[config.mk]
export PLATFORM = sky130hd
export DESIGN_NAME = fetch_queue
export DESIGN_NICKNAME = d
export VERILOG_FILES = /design/src/rtl/fetch_queue.sv
export SDC_FILE = /design/constraint.sdc
export NUM_CORES = 1
export LEC_CHECK = 0
export ABC_CLOCK_PERIOD_IN_PS = 3900
export BUFFER_PORTS_ARGS = -buffer_cell sky130_fd_sc_hd__buf_2
export CAP_MARGIN = 40
export CORE_MARGIN = 4
export CORE_UTILIZATION = 55
export DETAILED_ROUTE_END_ITERATION = 10
export GPL_ROUTABILITY_DRIVEN = 0
export GPL_TIMING_DRIVEN = 0
export PLACE_DENSITY = 0.76
export SYNTH_ARGS = -nofsm -noshare
export SYNTH_HDL_FRONTEND = slang
export SYNTH_SLANG_ARGS = --single-unit
export TNS_END_PERCENT = 50
[constraint.sdc]
create_clock -name clk -period 3.9 [get_ports clk]
set_clock_uncertainty 0.1 [all_clocks]
set_input_delay 0.78 -clock clk [delete_from_list [all_inputs] [get_ports clk]]
set_output_delay 0.78 -clock clk [all_outputs]
set_load 0.01 [all_outputs]
[src/rtl/fetch_queue.sv]
// Fetch stage with a DEPTH-entry instruction queue, credit-based imem requests and redirect flush.
// Optional FETCH_MISALIGN_TRAP_EN: misaligned redirect raises misaligned_o and halts fetch.
module fetch_queue #(
    parameter int unsigned         DWIDTH         = 32,
    parameter int unsigned         AWIDTH         = 32,
    parameter logic [AWIDTH-1:0]   IMEM_BASE_ADDR = '0,
    parameter logic [AWIDTH-1:0]   RESET_PC       = IMEM_BASE_ADDR,
    parameter int unsigned         DEPTH          = 4
) (
    input  logic              clk,
    input  logic              rst,
    input  logic              pcsel_i,
    input  logic [AWIDTH-1:0] pc_branch_i,
    output logic              imem_req_valid_o,
    input  logic              imem_req_ready_i,
    output logic [AWIDTH-1:0] imem_req_addr_o,
    input  logic              imem_rsp_valid_i,
    input  logic [DWIDTH-1:0] imem_rsp_data_i,
    output logic              valid_o,
    input  logic              ready_i,
    output logic [AWIDTH-1:0] pc_o,
`ifdef FETCH_MISALIGN_TRAP_EN
    output logic              misaligned_o,
`endif
    output logic [DWIDTH-1:0] insn_o
);

    localparam int unsigned PW = $clog2(DEPTH);
    localparam int unsigned CW = $clog2(DEPTH + 1);
    localparam logic [DWIDTH-1:0] INSN_NOP = DWIDTH'(32'h0000_0013);

    logic [AWIDTH-1:0] fetch_pc;
    logic [AWIDTH-1:0] rsp_pc;
    logic [AWIDTH-1:0] pc_mem   [DEPTH];
    logic [DWIDTH-1:0] insn_mem [DEPTH];
    logic [PW-1:0]     rd_ptr;
    logic [PW-1:0]     wr_ptr;
    logic [CW-1:0]     count;
    logic [CW-1:0]     outstanding;
    logic [CW-1:0]     outstanding_nxt;
    logic [CW-1:0]     discard;
    logic [CW:0]       inflight;
    logic [AWIDTH-1:0] target;
    logic              halted;
    logic              accept;
    logic              push;
    logic              drop;
    logic              pop;

`ifdef FETCH_MISALIGN_TRAP_EN
    logic misaligned;

    // Sticky trap flag, re-evaluated on every redirect.
    always_ff @(posedge clk or posedge rst) begin
        if (rst) begin
            misaligned <= 1'b0;
        end else if (pcsel_i) begin
            misaligned <= |pc_branch_i[1:0];
        end
    end

    assign misaligned_o = misaligned;
    assign halted       = misaligned;
`else
    assign halted = 1'b0;
`endif

    // Redirect targets are always word aligned inside the queue.
    assign target = pc_branch_i & ~AWIDTH'(3);

    // Credit check guarantees a free slot for every response in flight.
    assign inflight         = {1'b0, count} + {1'b0, outstanding};
    assign imem_req_valid_o = !rst && !pcsel_i && !halted && (inflight < (CW+1)'(DEPTH));
    assign imem_req_addr_o  = fetch_pc;

    assign accept          = imem_req_valid_o && imem_req_ready_i;
    assign drop            = imem_rsp_valid_i && (discard != '0);
    assign push            = imem_rsp_valid_i && (discard == '0) && !pcsel_i;
    assign pop             = valid_o && ready_i;
    assign outstanding_nxt = outstanding + CW'(accept) - CW'(imem_rsp_valid_i);

    assign valid_o = (count != '0);
    assign pc_o    = valid_o ? pc_mem[rd_ptr]   : fetch_pc;
    assign insn_o  = valid_o ? insn_mem[rd_ptr] : INSN_NOP;

    // Control state: fetch PC, queue pointers and in-flight bookkeeping.
    always_ff @(posedge clk or posedge rst) begin
        if (rst) begin
            fetch_pc    <= RESET_PC;
            rsp_pc      <= RESET_PC;
            rd_ptr      <= '0;
            wr_ptr      <= '0;
            count       <= '0;
            outstanding <= '0;
            discard     <= '0;
        end else begin
            outstanding <= outstanding_nxt;
            if (pcsel_i) begin
                fetch_pc <= target;
                rsp_pc   <= target;
                rd_ptr   <= '0;
                wr_ptr   <= '0;
                count    <= '0;
                discard  <= outstanding_nxt;
            end else begin
                if (accept) begin
                    fetch_pc <= fetch_pc + AWIDTH'(4);
                end
                if (drop) begin
                    discard <= discard - CW'(1);
                end
                if (push) begin
                    wr_ptr <= wr_ptr + PW'(1);
                    rsp_pc <= rsp_pc + AWIDTH'(4);
                end
                if (pop) begin
                    rd_ptr <= rd_ptr + PW'(1);
                end
                count <= count + CW'(push) - CW'(pop);
            end
        end
    end

    // Queue storage needs no reset; count gates visibility.
    always_ff @(posedge clk) begin
        if (push) begin
            pc_mem[wr_ptr]   <= rsp_pc;
            insn_mem[wr_ptr] <= imem_rsp_data_i;
        end
    end

endmodule

---- After elaboration in Yosys (flattened, before gate mapping) ----
Memory sizes are Yosys's and may differ from the RTL's.
Cells that the tools add are included.
storage, ports and cells
  register bits after elaboration ......... 77
  latch bits .............................. 0
  memory bits (writable) .................. 256
  ROM bits ................................ 0
  memories kept ........................... 2
operators by class
  add/sub/neg operators ................... 10
  multiply operators ...................... 0
  div/mod/pow operators ................... 0
  magnitude comparators ................... 1
  equal/unequal tests ..................... 0
  shift operators ......................... 0
  multiplexer cells ....................... 15
  bitwise operators ....................... 0
  reductions and logical operators ........ 16
memories
  memory    depth  width  rd ports  clocked after Yosys merged registers in  wr ports  RTL line  source
  insn_mem  4      32     1         0                                        1         35        logic [DWIDTH-1:0] insn_mem [DEPTH];
  pc_mem    4      32     1         0                                        1         34        logic [AWIDTH-1:0] pc_mem [DEPTH];
operators by type and width
  operator                                                     count
  2-to-1 mux 32 bit                                            6
  adder 32 x 3 -> 32 bit (second input constant)               2
  2-to-1 mux 3 bit                                             3
  2-to-1 mux 2 bit                                             4
  nonzero test 2 bit                                           4
  logical AND 1 bit                                            7
  adder 3 x 1 -> 3 bit                                         2
  nonzero test 3 bit                                           2
  subtractor 3 x 1 -> 3 bit                                    2
  adder 2 x 1 -> 2 bit (second input constant)                 2
  adder 3 x 3 -> 4 bit                                         1
  less-than comparator 4 x 3 -> 1 bit (second input constant)  1
  logical NOT 3 bit                                            1
  subtractor 3 x 1 -> 3 bit (second input constant)            1
  logical NOT 1 bit                                            2
  2-to-1 mux 1 bit                                             2

---- Logic depth before layout (Yosys ltp) ----
Gate-level depths: netlist (run 1).
  depth in word-level cells ............... 7
  depth in mapped cells ................... 14
  mapped depth without buffers ............ 12

---- Least setup slack after synthesis (run 1) ----
Ideal clock, no wire load.
  path type ............................... input to register
  start ................................... input pcsel_i
  end ..................................... memory insn_mem[0][0] (enable)
  library setup time ...................... 0.427 ns
  arrival time ............................ 2.760 ns
  required time ........................... 3.373 ns
  slack ................................... 0.613 ns
  stages on the path ...................... 3
  path buffers ............................ 1
  cell sequence ........................... inv_1 -> buf_1 -> and3_1
between the ends
  longest elaborated chain between the ends .. 4
RTL lines
  what                                    RTL line  source
  start, declared                         12        input logic pcsel_i,
  logical NOT 1 bit                       78        assign push = imem_rsp_valid_i && (discard == '0) && !pcsel_i;
  logical AND 1 bit                       78
  2-to-1 mux 1 bit                        126       if (push) begin
  2-to-1 mux 1 bit (implied by the code)  128       insn_mem[wr_ptr] <= imem_rsp_data_i;
  end, declared                           35
No other way between the ends.

---- Worst setup path after layout (run 1) ----
  start ................................... register count[1]
  end ..................................... output pc_o[19]
between the ends
  longest elaborated chain between the ends .. 2
RTL lines
  what                    RTL line  source
  start, declared         38        logic [CW-1:0] count;
  start signal, assigned  119       count <= count + CW'(push) - CW'(pop);
  nonzero test 3 bit      82        assign valid_o = (count != '0);
  2-to-1 mux 32 bit       83        assign pc_o = valid_o ? pc_mem[rd_ptr] : fetch_pc;
  end, declared           21        output logic [AWIDTH-1:0] pc_o,
No other way between the ends.

==> impl_metrics.tcl, run 1 <==
set metrics [dict create \
    status "finished clean" \
    clkLatencyLatePin_ps 500 \
    path_max_fanout 10 \
    fin_crit_sh_pct 97.9 \
    cts_tree "built" \
    placed_area_mm2 0.0151 \
    grt_pass1_vias 8847 \
    worstPathArrival_ps 2940 \
    cts_buffers 34 \
    synth_top_area_share_pct 54.4 \
    grt.overflow.total 0 \
    finalHoldViolations 0 \
    crit_path_frequent_cell "clkbuf_1" \
    hpwl_mm 22.1 \
    layout.nets 1209 \
    postLayoutCellArea_mm2 0.0161 \
    met1_length_mm 13.1 \
    grt_usage_pct 23.7 \
    cp.required_ps 3020 \
    drt_wl_total_mm 32.3 \
    path_class "reg2out" \
    slowest_stage "clkbuf_1" \
    postSynth.asyncResetShare_pct 22.7 \
    start_kind "register" \
    final_common_cell "edfxtp_1" \
    drive_above_1_share_pct 26.7 \
    rows 57 \
    synth_top_area_cell "edfxtp_1" \
    maxSlewViolCount 0 \
    nFillCells 1788 \
    first_pass_iters 5 \
    synth-edff-count 248 \
    cts-htree-levels 2 \
    port_buffers 161 \
    synthFlopType "edfxtp_1" \
    setup_violations 0 \
    vias_per_cell 5.92 \
    num_io_pins 168 \
    path_clk_slew_ps 60 \
    dieArea_mm2 0.0275 \
    drc 0 \
    met2_wirelength_mm 15.6 \
    n_antenna_cell 0 \
    min_path_type "in2async" \
    leakage_nw 5.92 \
    cpPeakStageDelay_ps 510 \
    max_freq_mhz 262 \
    die_x_um 166 \
    ys_ff_latch 321 \
    syn_area_mm2 0.0137 \
    top_layer "met5" \
    rsz0062_at_grt "yes" \
    post_cts_buffers 0 \
    grt_max_degree 53 \
    netlist_instances 917 \
    vias 8714 \
    initial_core_util_pct 56.1 \
    cap_violations 0 \
    coreArea_mm2 0.0244 \
    p_per_area_mw_per_mm2 625 \
    synthTopCellsByArea "edfxtp_1, dfrtp_1, mux4_2, nand2_1, xnor2_1" \
    area_growth_pct 17.9 \
    cts_root_buffer "clkbuf_16" \
    ant_nets 0 \
    end_kind "output port" \
    hold_slack_ps 152 \
    syn_avg_cell_area_um2 14.9 \
    synthDistinctLibCells 51 \
    wl_met3_mm 2.59 \
    slew_headroom_pct 39.4 \
    wl_per_cell_um 22.0 \
    die_height_um 166 \
    cts.path.max_buffers 3 \
    ir_drop_uv 399 \
    path_cells "nor3_4 > buf_6 > inv_1 > clkbuf_1 > clkbuf_1 > nand2_1 > o21ai_1 > buf_2" \
    antenna_found_initial 1 \
    multi_input_area_mm2 0.00417 \
    drtIter0Drc 880 \
    clock_sinks 321 \
    yosysWarnings 0 \
    final_cell_mix "edfxtp_1, buf_2, nand2_1" \
    regArea_mm2 0.00927 \
    tightestPinTransition_ps 909 \
    ys_seq_area_share_pct 67.8 \
    grt_pass1_wl_mm 51.0 \
    min_period_ps 3820 \
]
[cells in the mapped netlist, types with 2 or more instances]
library cell and number:
mux4_2 62, nand2b_1 2, a21oi_1 7, edfxtp_1 248, o211ai_1 19, inv_1 23
and4_1 4, nand3b_1 3, o31a_1 2, nor4_1 5, fa_1 2, o21ai_0 39
nand2_1 145, nor3_1 17, or3_1 2, buf_1 4, or4_4 2, a31oi_1 4
nand4_1 16, and2_1 33, or4_1 4, or2_2 4, nand3_1 31, nor2_1 29
o311ai_0 7, o21ai_1 9, clkbuf_1 28, xnor2_1 29, buf_2 7, buf_4 4
ha_1 14, xor2_1 10, mux2_2 5, dfrtp_1 73, and3_1 8
[per-layer routing]
metal / vias up / GRT usage (%)
met3: 85 / 4.62
met4: 2 / 7.68
met2: 407 / 38.2
met1: 4331 / 33.2
met5: - / 0
li1: 3889 / -
[metrics by stage]
| step | util, % | TNS [ps] | power [mW] | setup WS [ps] | instances |
|---|---|---|---|---|---|
| final | 66.1 | 0 | 10.1 | 81.1 | 1471 |
| after global routing | 66.1 | -98.4 | 10.6 | -58.8 | 1471 |
| after CTS | 66.1 | 0 | 10.1 | 80.2 | 1471 |
| after detailed placement | 61.7 | 0 | 7.04 | 136 | 1411 |
| after global placement | 61.1 | -263150 | 6.97 | -1180 | 1405 |
| after floorplan | - | 0 | 5.91 | 613 | 920 |
[logic make-up after synthesis]
kind of cell	after synthesis	share of synthesized area, %
flops	321	67.8
simple gates	314	11.4
compound gates	91	4.04
mux	68	10.7
buf+inv	67	2.07
xor+xnor	39	2.50
fa+ha+maj	16	1.57
other cells	1	0.0274
[power by group]
part	internal (mW)	total, mW	leakage, nW	switching (mW)
sequential	3.93	4.16	3.13	0.230
clock	1.85	3.11	0.522	1.26
combinational	1.19	2.82	2.27	1.63
total	6.97	10.1	5.92	3.11
[worst paths after layout]
| kind | slack (ps) | to | cells after the start | start |
|---|---|---|---|---|
| hold reg to reg | 440 | outstanding[0] | 1 | outstanding[0] |
| setup / recovery | 80 | pc_o[19] | 8 | count[1] |
| min in group clk | 390 | insn_mem[2][31] | 1 | imem_rsp_data_i[31] |
| max in group asynchronous | 2990 | imem_req_addr_o[12] | 3 | rst |
| hold / removal | 150 | count[0] | 2 | rst |
| setup reg to reg | 310 | discard[2] | 14 | count[2] |
[sequential cells by signal (all words and copies together) (netlist names)]
name and flops:
count 3, discard 3, imem_req_addr_o 30, insn_mem 128
outstanding 3, pc_mem 120, rd_ptr 2, rsp_pc 30
wr_ptr 2
[timing repair]
item | in CTS | in global routing
hold buffers | 0 | 0
resized for setup | 0 | 5
setup endpoints to repair | 0 | 5
[critical path, delay by kind of cell (launching register included)]
kind	cells	cell delay (ps)
buf+inv	5	1430
simple gates	2	290
flops	1	480
compound gates	1	230
[final cells by class]
class | instances | share of cell area (%)
Sequential cell | 321 | 57.5
Inverter | 23 | 0.551
Timing Repair Buffer | 167 | 5.73
Clock inverter | 16 | 0.970
Buffer | 44 | 1.23
Multi-Input combinational cell | 532 | 25.9
Clock buffer | 44 | 5.64
Tap cell | 324 | 2.51
No activity file was read; power rests on OpenSTA's default activity.
==> run 2, diff against run 1 <==
--- a/config.mk
+++ b/config.mk
@@ -5,15 +5,17 @@
 export SDC_FILE = /design/constraint.sdc
 export NUM_CORES = 1
 export LEC_CHECK = 0
+export ABC_AREA = 1
 export ABC_CLOCK_PERIOD_IN_PS = 3900
 export BUFFER_PORTS_ARGS = -buffer_cell sky130_fd_sc_hd__buf_2
 export CAP_MARGIN = 40
-export CORE_MARGIN = 4
-export CORE_UTILIZATION = 55
+export CELL_PAD_IN_SITES_DETAIL_PLACEMENT = 1
+export CELL_PAD_IN_SITES_GLOBAL_PLACEMENT = 1
+export CORE_UTILIZATION = 46
 export DETAILED_ROUTE_END_ITERATION = 10
 export GPL_ROUTABILITY_DRIVEN = 0
 export GPL_TIMING_DRIVEN = 0
-export PLACE_DENSITY = 0.76
+export PLACE_DENSITY_LB_ADDON = 0.1
 export SYNTH_ARGS = -nofsm -noshare
 export SYNTH_HDL_FRONTEND = slang
 export SYNTH_SLANG_ARGS = --single-unit
==> impl_metrics.tcl, run 2 <==
set metrics [dict create \
    status "finished clean" \
    area_growth_pct 18.4 \
    grt_usage_pct 28.9 \
    rsz0062_at_grt "no" \
    grt_pass1_vias 12400 \
    p_per_area_mw_per_mm2 638 \
    num_io_pins 168 \
    dp_slack_ps 370 \
    n_antenna_cell 0 \
    r2r_end "discard[2]" \
    post_cts_buffers 0 \
    ant_nets 0 \
    rows 64 \
    initial_core_util_pct 47.3 \
    path_clk_slew_ps 60 \
    synth_commonest_cells "nor2_1, edfxtp_1, nand2_1, o21ai_0, inv_1" \
    tightestPinTransition_ps 750 \
    die_x_um 180 \
    final_common_cell "nor2_1" \
    synth_top_area_share_pct 50.9 \
    ys_ff_latch 321 \
    layout.nets 1762 \
    port_buffers 161 \
    synthFlopType "edfxtp_1" \
    ir_drop_uv 323 \
    worstPathArrival_ps 2790 \
    grt.overflow.total 0 \
    syn_area_mm2 0.0146 \
    first_pass_iters 4 \
    antenna_found_initial 2 \
    hpwl_mm 33.7 \
    cp.required_ps 3020 \
    coreArea_mm2 0.0309 \
    r2r_slack_ps 560 \
    cts.path.max_buffers 3 \
    max_freq_mhz 272 \
    die_height_um 180 \
    maxSlewViolCount 0 \
    r2r_cells 13 \
    slew_headroom_pct 50.0 \
    leakage_nw 6.85 \
    cts_buffers 36 \
    path_max_fanout 10 \
    synthTopCellsByArea "edfxtp_1, dfrtp_1, nor2_1, nand2_1, o21ai_0" \
    synth_top_area_cell "edfxtp_1" \
    dp.cells 2034 \
    drt_wl_total_mm 46.8 \
    netlist_instances 1465 \
    cap_violations 0 \
    dieArea_mm2 0.0325 \
    finalHoldViolations 0 \
    fin_util_pct 56.0 \
    final_cell_mix "nor2_1, edfxtp_1, nand2_1" \
    syn_avg_cell_area_um2 9.99 \
    min_path_type "in2async" \
    min_period_ps 3670 \
    fin_crit_sh_pct 94.2 \
    drc 0 \
    grt_pass1_wl_mm 71.5 \
    clkLatencyLatePin_ps 520 \
    synth-edff-count 248 \
    synth.most_common_cell "nor2_1" \
    largest_registers "insn_mem: 128 flops, pc_mem: 120 flops" \
    cts.repair.resized 0 \
    ys_seq_area_share_pct 63.4 \
    postSynth.asyncResetShare_pct 22.7 \
    yosysWarnings 0 \
    met1_usage_pct 36.2 \
    grt_busiest_layer "met2" \
    vias_per_cell 5.64 \
    end_kind "output port" \
    clock_sinks 321 \
    grtUsageMet2_pct 51.1 \
    cts_root_buffer "clkbuf_16" \
    cts-htree-levels 2 \
    setup_slack_ps 227 \
    wl_per_cell_um 22.3 \
    top_register "insn_mem" \
    start_kind "register" \
    cts_tree "built" \
    synthDistinctLibCells 41 \
    r2r-start "count[2]" \
    path_class "reg2out" \
    grt_max_degree 59 \
    largest_reg_flops 128 \
    vias 11800 \
    final_cells 2097 \
    drtIter0Drc 732 \
    drive_above_1_share_pct 17.4 \
    holdBufCountCts 0 \
    setup_violations 0 \
    met3_usage_pct 4.00 \
]
-- run 2: how the worst max path moves through the flow --
stage	start	endpoint	slack, ps	cells past startpoint
3_5_place_dp	pcsel_i	discard[2]	370	13
6_report	count[1]	pc_o[30]	230	5
2_1_floorplan	pcsel_i	insn_mem[0][0]	-700	5
3_3_place_gp	imem_rsp_valid_i	pc_mem[3][20]	-3320	6
4_1_cts	count[1]	pc_o[27]	260	5
5_1_grt	count[1]	pc_o[27]	150	5
-- run 2: final cells by class --
class,count,area [um2]
Buffer,69,338
Clock buffer,44,951
Clock inverter,19,204
Fill cell,3469,13600
Inverter,107,405
Multi-Input combinational cell,971,4660
Sequential cell,321,9270
Tap cell,396,495
Timing Repair Buffer,170,993
-- run 2: cells by family (layout without fill, tap and decap cells) --
group,count (synthesis),after routing,share of synthesized area [%]
compound gates,300,300,11.0
xor+xnor,14,14,0.838
fa+ha+maj,16,16,1.47
buf+inv,176,409,5.06
flops,321,321,63.4
other cells,1,4,0.0256
simple gates,637,637,18.2
-- run 2: worst max-delay path, cell delays in order (launching register included) --
cell and delay [ps]:
dfrtp_1 440, nor3_2 580, inv_2 270, clkbuf_1 340, o21ai_0 430, buf_2 210
-- run 2: power by group --
group | switching (mW) | internal, mW
clock network | 1.34 | 2.00
logic | 2.35 | 1.07
registers | 0.315 | 3.98
total | 4.01 | 7.05
-- run 2: layer usage --
| layer | up-vias | routed length [um] |
|---|---|---|
| li1 | 5448 | - |
| met1 | 5946 | 19800 |
| met2 | 341 | 23500 |
| met3 | 85 | 2090 |
| met4 | 2 | 1480 |
| met5 | - | 13 |
-- run 2: through the flow --
| step | setup TNS (ps) | hold WS (ps) | power (mW) | cell area (um2) |
|---|---|---|---|---|
| 2_1_floorplan | -172400 | 353 | 6.16 | 14600 |
| 3_3_place_gp | -821170 | 374 | 7.62 | 15900 |
| 3_5_place_dp | 0 | 386 | 7.76 | 16200 |
| 4_1_cts | 0 | 113 | 11.1 | 17300 |
| 5_1_grt | 0 | 130 | 11.6 | 17300 |
| 6_report | 0 | 111 | 11.1 | 17300 |
